File: src/rtl/set_job_scheduler.sv
// set_job_scheduler: round-robin arbiter that time-shares one SET circle-membership
// engine between NREQ requesters, with a watchdog guarding every engine run.
module set_job_scheduler #(
  parameter int NREQ        = 4,
  parameter int TIMEOUT_CYC = 100
) (
  input  logic                     clk,
  input  logic                     rst,
  input  logic [NREQ-1:0]          req_valid,
  input  logic [NREQ*24-1:0]       req_central,
  input  logic [NREQ*12-1:0]       req_radius,
  input  logic [NREQ*2-1:0]        req_mode,
  output logic [NREQ-1:0]          req_ready,
  output logic                     rsp_valid,
  input  logic                     rsp_ready,
  output logic [$clog2(NREQ)-1:0]  rsp_id,
  output logic [7:0]               rsp_candidate,
  output logic                     rsp_timeout,
  output logic                     set_en,
  output logic [23:0]              set_central,
  output logic [11:0]              set_radius,
  output logic [1:0]               set_mode,
  input  logic                     set_busy,
  input  logic                     set_valid,
  input  logic [7:0]               set_candidate,
  output logic                     sch_busy
);
  localparam int IDW = $clog2(NREQ);

  typedef enum logic [2:0] {
    S_IDLE,
    S_LAUNCH,
    S_WAIT_BUSY,
    S_WAIT_DONE,
    S_RESP
  } state_t;

  state_t          state_reg;
  logic [IDW-1:0]  rr_ptr_reg;
  logic [7:0]      wdog_reg;
  logic [7:0]      wdog_next;
  logic [IDW-1:0]  rsp_id_reg;
  logic [7:0]      rsp_candidate_reg;
  logic            rsp_timeout_reg;
  logic [23:0]     set_central_reg;
  logic [11:0]     set_radius_reg;
  logic [1:0]      set_mode_reg;

  logic [23:0]     job_central [NREQ];
  logic [11:0]     job_radius  [NREQ];
  logic [1:0]      job_mode    [NREQ];

  logic            grant_found;
  logic [IDW-1:0]  grant_idx;
  logic            expired;
  logic            engine_done;

  for (genvar gi = 0; gi < NREQ; gi++) begin : g_job
    assign job_central[gi] = req_central[24*gi +: 24];
    assign job_radius[gi]  = req_radius[12*gi +: 12];
    assign job_mode[gi]    = req_mode[2*gi +: 2];
  end

  // First pending requester strictly after the last one served, wrapping around.
  always_comb begin
    int             slot;
    logic [IDW-1:0] slot_idx;
    grant_found = 1'b0;
    grant_idx   = '0;
    slot        = 0;
    slot_idx    = '0;
    for (int i = 1; i <= NREQ; i++) begin
      slot = int'(rr_ptr_reg) + i;
      if (slot >= NREQ) slot = slot - NREQ;
      slot_idx = IDW'(slot);
      if (!grant_found && req_valid[slot_idx]) begin
        grant_found = 1'b1;
        grant_idx   = slot_idx;
      end
    end
  end

  always_comb begin
    req_ready = '0;
    if (state_reg == S_IDLE && grant_found && !rst) req_ready[grant_idx] = 1'b1;
  end

  assign set_en        = (state_reg == S_LAUNCH) && !set_busy && !rst;
  assign rsp_valid     = (state_reg == S_RESP);
  assign sch_busy      = (state_reg != S_IDLE);
  assign rsp_id        = rsp_id_reg;
  assign rsp_candidate = rsp_candidate_reg;
  assign rsp_timeout   = rsp_timeout_reg;
  assign set_central   = set_central_reg;
  assign set_radius    = set_radius_reg;
  assign set_mode      = set_mode_reg;

  assign wdog_next   = (wdog_reg == 8'hFF) ? wdog_reg : wdog_reg + 8'd1;
  assign expired     = (wdog_reg == 8'(TIMEOUT_CYC - 1));
  assign engine_done = !set_busy && set_valid;

  always_ff @(posedge clk) begin
    if (rst) begin
      state_reg         <= S_IDLE;
      rr_ptr_reg        <= IDW'(NREQ - 1);
      wdog_reg          <= 8'd0;
      rsp_id_reg        <= '0;
      rsp_candidate_reg <= 8'd0;
      rsp_timeout_reg   <= 1'b0;
      set_central_reg   <= 24'd0;
      set_radius_reg    <= 12'd0;
      set_mode_reg      <= 2'd0;
    end else begin
      case (state_reg)
        S_IDLE: begin
          if (grant_found) begin
            set_central_reg <= job_central[grant_idx];
            set_radius_reg  <= job_radius[grant_idx];
            set_mode_reg    <= job_mode[grant_idx];
            rr_ptr_reg      <= grant_idx;
            state_reg       <= S_LAUNCH;
          end
        end
        S_LAUNCH: begin
          // The set_en cycle is elapsed cycle 0, so the first wait cycle sees 1.
          if (!set_busy) begin
            wdog_reg  <= 8'd1;
            state_reg <= S_WAIT_BUSY;
          end
        end
        S_WAIT_BUSY: begin
          wdog_reg <= wdog_next;
          // Expiry beats a late busy rise so WAIT_DONE never starts past the limit.
          if (expired) begin
            rsp_id_reg        <= rr_ptr_reg;
            rsp_candidate_reg <= 8'd0;
            rsp_timeout_reg   <= 1'b1;
            state_reg         <= S_RESP;
          end else if (set_busy) begin
            state_reg <= S_WAIT_DONE;
          end
        end
        S_WAIT_DONE: begin
          wdog_reg <= wdog_next;
          if (engine_done) begin
            rsp_id_reg        <= rr_ptr_reg;
            rsp_candidate_reg <= set_candidate;
            rsp_timeout_reg   <= 1'b0;
            state_reg         <= S_RESP;
          end else if (expired) begin
            rsp_id_reg        <= rr_ptr_reg;
            rsp_candidate_reg <= 8'd0;
            rsp_timeout_reg   <= 1'b1;
            state_reg         <= S_RESP;
          end
        end
        S_RESP: begin
          if (rsp_ready) state_reg <= S_IDLE;
        end
        default: state_reg <= S_IDLE;
      endcase
    end
  end
endmodule

File: config.mk
export PLATFORM = sky130hd
export DESIGN_NAME = set_job_scheduler
export DESIGN_NICKNAME = d
export VERILOG_FILES = /design/src/rtl/set_job_scheduler.sv
export SDC_FILE = /design/constraint.sdc
export NUM_CORES = 1
export LEC_CHECK = 0
export ABC_AREA = 1
export ABC_CLOCK_PERIOD_IN_PS = 2300
export CORE_ASPECT_RATIO = 0.6
export CORE_MARGIN = 1
export CORE_UTILIZATION = 30
export DETAILED_ROUTE_END_ITERATION = 8
export PLACE_DENSITY = 0.66
export SLEW_MARGIN = 20
export SYNTH_ARGS = -nofsm -noshare
export SYNTH_HDL_FRONTEND = slang
export SYNTH_SLANG_ARGS = --single-unit
File: constraint.sdc
create_clock -name clk -period 2.3 [get_ports clk]
set_input_delay 0.46 -clock clk [delete_from_list [all_inputs] [get_ports clk]]
set_output_delay 0.46 -clock clk [all_outputs]
set_load 0.1 [all_outputs]
==> results of run 1 <==
worst min-delay path, stage by stage, from the launching register on:
cell and delay, ns:
dfxtp_1 0.31, nand2_1 0.06, a21oi_1 0.05
per-stage QoR:
stage	std cells	util (%)
after floorplan	788	-
after global placement	1185	49.4
after detailed placement	1185	49.4
after CTS	1204	52.1
after global routing	1205	52.4
final	1206	52.4
how the worst max path moves through the flow:
stage             startpoint      endpoint  slack, ns  cells past startpoint
3_3_place_gp    req_valid[3]  req_ready[1]      -0.38                      9
2_1_floorplan  rr_ptr_reg[0]  req_ready[0]      -0.28                     13
5_1_grt        rr_ptr_reg[0]  req_ready[3]      -0.35                     13
4_1_cts        rr_ptr_reg[0]  req_ready[2]      -0.27                     13
3_5_place_dp    req_valid[0]  req_ready[0]      -0.46                     11
6_report       rr_ptr_reg[0]  req_ready[2]      -0.24                     13
layout make-up:
class	instances	area (sq um)	share of cell area, %
multi-input combinational	610	2730	37.5
timing repair buffer	257	2490	34.3
sequential	62	1240	17.1
inverter	68	268	3.68
clock buffer	12	256	3.53
tap	192	240	3.30
clock inverter	4	45.0	0.619
antenna	1	2.50	0.0344
placed cells by master (no fill, tap or decap), drive strengths merged, types with 12 or more instances in the layout:
master / synthesis / layout
clkdlybuf4s50: 0 / 163
nand2: 346 / 346
clkbuf: 9 / 12
nor2: 91 / 91
buf: 39 / 90
nand3: 121 / 121
a21oi: 19 / 19
dfxtp: 62 / 62
o21ai: 12 / 12
inv: 67 / 67
power breakdown:
part	internal [mW]	switching (mW)	leakage, nW
registers	1.39	0.179	0.510
logic	3.14	6.62	3.04
clock network	0.892	0.486	0.152
cell families (layout without fill, tap and decap cells):
group,after synthesis,after routing,synth area share [%]
buf+inv,116,341,12.0
xor+xnor,1,1,0.202
simple gates,574,574,54.3
compound gates,34,34,4.48
flops,62,62,28.6
other cells,0,1,0
fa+ha+maj,1,1,0.289
repair_timing:
item,in CTS,in global routing
endpoints found under the hold margin,0,0
pin swaps,14,14
endpoints found under the setup margin,26,42
gates resized for setup,23,8
buffers inserted,3,1
per-layer routing:
| layer | part of all wire, % | GRT usage (%) | vias up |
|---|---|---|---|
| li1 | - | - | 2884 |
| met1 | 49 | 26.6 | 2299 |
| met2 | 41 | 32.3 | 176 |
| met3 | 9.0 | 6.86 | 8 |
| met4 | 0.67 | 4.85 | 0 |
| met5 | 0 | 0 | - |
==> impl_metrics.csv, run 1 <==
group,metric,value,unit
floorplan,fp-row-count,33,
timing,rsz0062_at_grt,"true",
worst_setup_path,rr_worst_depth,15,
run_status,status,"complete, but fails checks",
placement,preCtsSetupSlack,-0.455,ns
placement,gp_congestion,0.856,
run_status,failed_checks,"setup timing",
timing,fmax,394,MHz
timing,period_minus_slack,2.54,ns
clocking,clk_pin_slew,0.05,ns
floorplan,die_w,157,um
worst_hold_path,hold_start,"rsp_candidate[3]",
global_routing,antenna_found_initial,1,
worst_setup_path,slowest_delay,0.33,ns
yosys,synth_seq_area_share,28.6,%
route,wl_per_cell,12.8,um
global_routing,grt-ovfl-total,0,
timing,finalSetupTns,-0.874,ns
timing,max_slew.worst_pin.slew,0.499,ns
yosys,synth_cell_types,29,
floorplan,core_area,13900,sq um
route,drt-vias-per-instance,4.45,
placement,portBuffers,224,
floorplan,ioPinCount,225,
final_layout,nNetsFinal,1178,
worst_setup_path,crit_slowest_cell,"dfxtp_2",
global_routing,grt_pass1_wl,23600,um
final_layout,final_area,7280,sq um
yosys,synth_top_area_share,29.7,%
floorplan,initial_core_util,31.2,%
yosys,ys.flop_type,"dfxtp_1",
timing,slew_violations,0,
power,power_leakage,3.70,nW
route,remaining_drc_errors,0,
worst_setup_path,crit_buf_inv,4,
worst_setup_path,timing.rr.start,"rr_ptr_reg[0]",
global_routing,grt_pass1_vias,4754,
clocking,tritoncts,"yes",
worst_setup_path,r2r-end,"set_radius[6]",
yosys,synth_edf_count,0,
worst_setup_path,crit_chain,"buf_12 > inv_8 > nand2_2 > nand2_2 > nand2_4 > nand2_4 > a21oi_4 > nand2_1 > nand2_2 > o21ai_4 > buf_6 > nor3_4 > buf_12",
timing,setup_ws,-0.241,ns
clocking,cts_hold_buf,0,
route,wirelength,15400,um
global_routing,grt_util_all_layers,20.4,%
final_layout,synthToLayoutAreaGrowth,67.9,%
clocking,cts-buffers-inserted,9,
floorplan,dieArea,14900,sq um
worst_setup_path,cpMostUsedCell,"nand2_2",
timing,finalCritPeriodShare,110,%
yosys,syn-cell-area,4330,sq um
yosys,yosysTopAreaCell,"nand2_1",
clocking,clock_sinks,62,
clocking,cts-root-buf,"clkbuf_16",
yosys,synth_cells,788,
worst_setup_path,reg2reg_slack,0.10,ns
worst_hold_path,holdCritPathClass,"reg -> reg",
timing,slew_headroom,66.7,%
yosys,yosys_warnings,0,
final_layout,fillers,1438,
final_layout,largest_reg_flops,24,
worst_hold_path,min_path_cells,2,
worst_setup_path,crit_required,1.84,ns
placement,dp_hpwl,11300,um
clocking,cts.path.max_buffers,2,
yosys,synthesis.nets,958,
worst_setup_path,critical_path_class,"reg -> out",
global_routing,grt_max_degree,47,
timing,hold_violations,0,
route,vias,5367,
yosys,synth_common_cells,"nand2_1 (343), nand3_1 (120), nor2_1 (91), inv_1 (63), dfxtp_1 (62)",
timing,worst_hold_slack,0.465,ns
worst_setup_path,crit_fanout,8,
route,drt-initial-drc-count,268,
yosys,async_flop_share,0,%
timing,skew,0.00536,ns
worst_setup_path,cp_data_arrival_time,2.08,ns
route,first_pass_iters,5,
route,ant_nets,0,
power,power.density,1750,nW/um^2
worst_setup_path,critPathCaptureType,"output port",
power,max-vdd-ir-drop,0.845,mV
yosys,synth_area_per_cell,5.50,sq um
flow_run,cap_violations,0,
placement,place_area,6860,sq um
yosys,synth.most_common_cell,"nand2_1",
worst_setup_path,cp-start-kind,"register",
final_layout,drive_gt1_share,14.1,%
clocking,htree_num_levels,3,
yosys,yosys_register_bits,62,
yosys,synthTopCellsByArea,"nand2_1 (30%), dfxtp_1 (29%), nand3_1 (14%)",
power,total_power,12.7,mW
floorplan,die-height,95.1,um
timing,setup_viol,4,
worst_hold_path,hold_end,"rsp_candidate[3]",
clocking,clock_latency,0.33,ns
worst_setup_path,crit_family,"simple AND/OR/NAND/NOR gates",
Power figures use the tool's default switching activity.
==> run 2, diff against run 1 <==
CORE_UTILIZATION = 41   (was 30)
MAX_ROUTING_LAYER = met4   (was not set)
PLACE_DENSITY = 0.85   (was 0.66)
==> impl_metrics.csv, run 2 (same netlist as run 1, synthesis figures left out) <==
group,metric,value,unit
run_status,status,"complete, but fails checks",
run_status,failed_checks,"setup timing",
final_layout,largest_reg_flops,24,
floorplan,die-height,81.6,um
floorplan,core_area,10100,sq um
floorplan,dieArea,11000,sq um
final_layout,antenna_cells,0,
worst_setup_path,cp-start-kind,"register",
timing,fmax,389,MHz
route,remaining_drc_errors,0,
floorplan,ioPinCount,225,
power,power.clock.fraction,10.8,%
worst_setup_path,slowest_delay,0.41,ns
timing,period_minus_slack,2.57,ns
placement,preCtsSetupSlack,-0.502,ns
final_layout,layout_common_cells,"nand2_1 (326), clkdlybuf4s50_1 (163), nand3_1 (118)",
route,first_pass_iters,5,
route,drt-vias-per-instance,4.83,
worst_setup_path,critical_path_class,"reg -> out",
worst_setup_path,cpMostUsedCell,"nand2_2",
floorplan,initial_core_util,43.1,%
worst_setup_path,critPathCaptureType,"output port",
worst_setup_path,cp_data_arrival_time,2.11,ns
clocking,cts.path.max_buffers,2,
clocking,clk_pin_slew,0.05,ns
route,ant_nets,0,
power,p_int,5.39,mW
global_routing,grt_pass1_wl,23500,um
final_layout,nNetsFinal,1178,
power,total_power,12.7,mW
worst_hold_path,hold_start,"rsp_candidate[7]",
worst_setup_path,crit_path_start,"rr_ptr_reg[0]",
worst_setup_path,crit_slowest_cell,"dfxtp_4",
clocking,cts-root-buf,"clkbuf_16",
placement,portBuffers,224,
clocking,cts-buffers-inserted,9,
worst_setup_path,cp.depth,12,
timing,hold_violations,0,
worst_setup_path,crit_fanout,7,
route,drt-initial-drc-count,139,
final_layout,final_common_cell,"nand2_1",
global_routing,grt-ovfl-total,0,
timing,slew_violations,0,
floorplan,fp-row-count,28,
power,p_switching,7.26,mW
worst_setup_path,rr_worst_depth,16,
timing,rsz0062_at_grt,"true",
global_routing,grt_pass1_vias,4895,
floorplan,die_w,135,um
worst_setup_path,crit_buf_inv,3,
timing,max_slew.worst_pin.slew,0.486,ns
worst_hold_path,holdCritPathClass,"reg -> reg",
route,wirelength,15000,um
worst_setup_path,crit_family,"simple AND/OR/NAND/NOR gates",
placement,dp_hpwl,10900,um
timing,skew,0.00959,ns
clocking,clock_sinks,62,
timing,finalCritPeriodShare,112,%
worst_setup_path,r2r-end,"set_radius[10]",
worst_setup_path,reg2reg_slack,0.21,ns
timing,setup_viol,4,
placement,gp_congestion,0.885,
final_layout,drive_gt1_share,14.3,%
timing,setup_ws,-0.267,ns
clocking,htree_num_levels,3,
timing,slew_headroom,67.6,%
power,power_leakage,3.69,nW
final_layout,synthToLayoutAreaGrowth,66.0,%
power,power.density,1760,nW/um^2
worst_setup_path,timing.rr.start,"rr_ptr_reg[0]",
final_layout,fillers,907,
power,comb_power_share,76.5,%
flow_run,cap_violations,0,
worst_setup_path,crit_required,1.84,ns
route,vias,5541,
route,wl_per_cell,13.0,um
power,max-vdd-ir-drop,0.930,mV
global_routing,antenna_found_initial,0,
power,p_seq_share,12.7,%
global_routing,grt_max_degree,54,
clocking,tritoncts,"yes",
worst_setup_path,cp-endpoint,"req_ready[2]",
global_routing,grt_util_all_layers,28.0,%
clocking,clock_latency,0.33,ns
power,p_sw_share,57.4,%
worst_setup_path,crit_chain,"inv_6 > nand2_2 > nand2_2 > nand2_4 > nand2_4 > a21oi_4 > nand2_1 > nand2_2 > o21ai_4 > buf_6 > nor3_4 > buf_12",
## run 2: changes by cell type in the layout (fill, tap and decap cells not counted), sizes merged
cell   change
diode      -1
## run 2: worst min path at each step
stage | endpoint | depth (start not counted)
finish | rsp_candidate[7] | 2
global route | rsp_timeout | 2
CTS | rsp_candidate[6] | 2
detailed placement | rsp_timeout | 2
global placement | rsp_candidate[3] | 2
floorplan | wdog_reg[4] | 2
## run 2: power by group through the flow
stage	clock network (mW)	registers [mW]	logic, mW
6_report	1.36	1.61	9.68
5_1_grt	1.45	1.65	10.7
4_1_cts	1.39	1.60	9.60
3_5_place_dp	0	1.60	9.33
3_3_place_gp	0	1.60	9.24
2_1_floorplan	0	3.32	5.38
## run 2: repair_timing
| action | CTS | global route |
|---|---|---|
| hold buffers | 0 | 0 |
| gates resized for setup | 29 | 9 |
| pin swaps | 14 | 11 |
| setup buffers | 7 | 0 |
| gates cloned | 0 | 0 |
| setup endpoints to repair | 4 | 4 |
## run 2: metrics by stage
stage / hold WS [ns] / TNS, ns / cell area (sq um) / instances / utilization [%]
floorplan: 0.443 / -1.05 / 4440 / 788 / -
global placement: 0.451 / -7.58 / 6740 / 1125 / 67.0
detailed placement: 0.457 / -11.82 / 6740 / 1125 / 67.0
CTS: 0.466 / -0.805 / 7160 / 1148 / 71.2
global route: 0.482 / -1.26 / 7190 / 1148 / 71.5
finish: 0.466 / -0.879 / 7190 / 1148 / 71.5
## run 2: cell type report
type / instances / area [sq um] / share of cell area [%]
Multi-Input combinational cell: 610 / 2730 / 38.0
Timing Repair Buffer: 257 / 2470 / 34.4
Sequential cell: 62 / 1250 / 17.4
Inverter: 68 / 270 / 3.76
Clock buffer: 12 / 256 / 3.57
Tap cell: 135 / 169 / 2.35
Clock inverter: 4 / 45.0 / 0.626
## run 2: worst min-delay path, stage by stage, from the launching register on
cell	delay (ns)
dfxtp_1	0.30
nand2_1	0.06
a21oi_1	0.05
## run 2: per-layer routing
layer  global-route usage [%]  wire length (um)
met4                     8.31               244
met1                     35.1              6820
met5                        -                 0
met3                     7.41              1300
met2                     44.3              6610
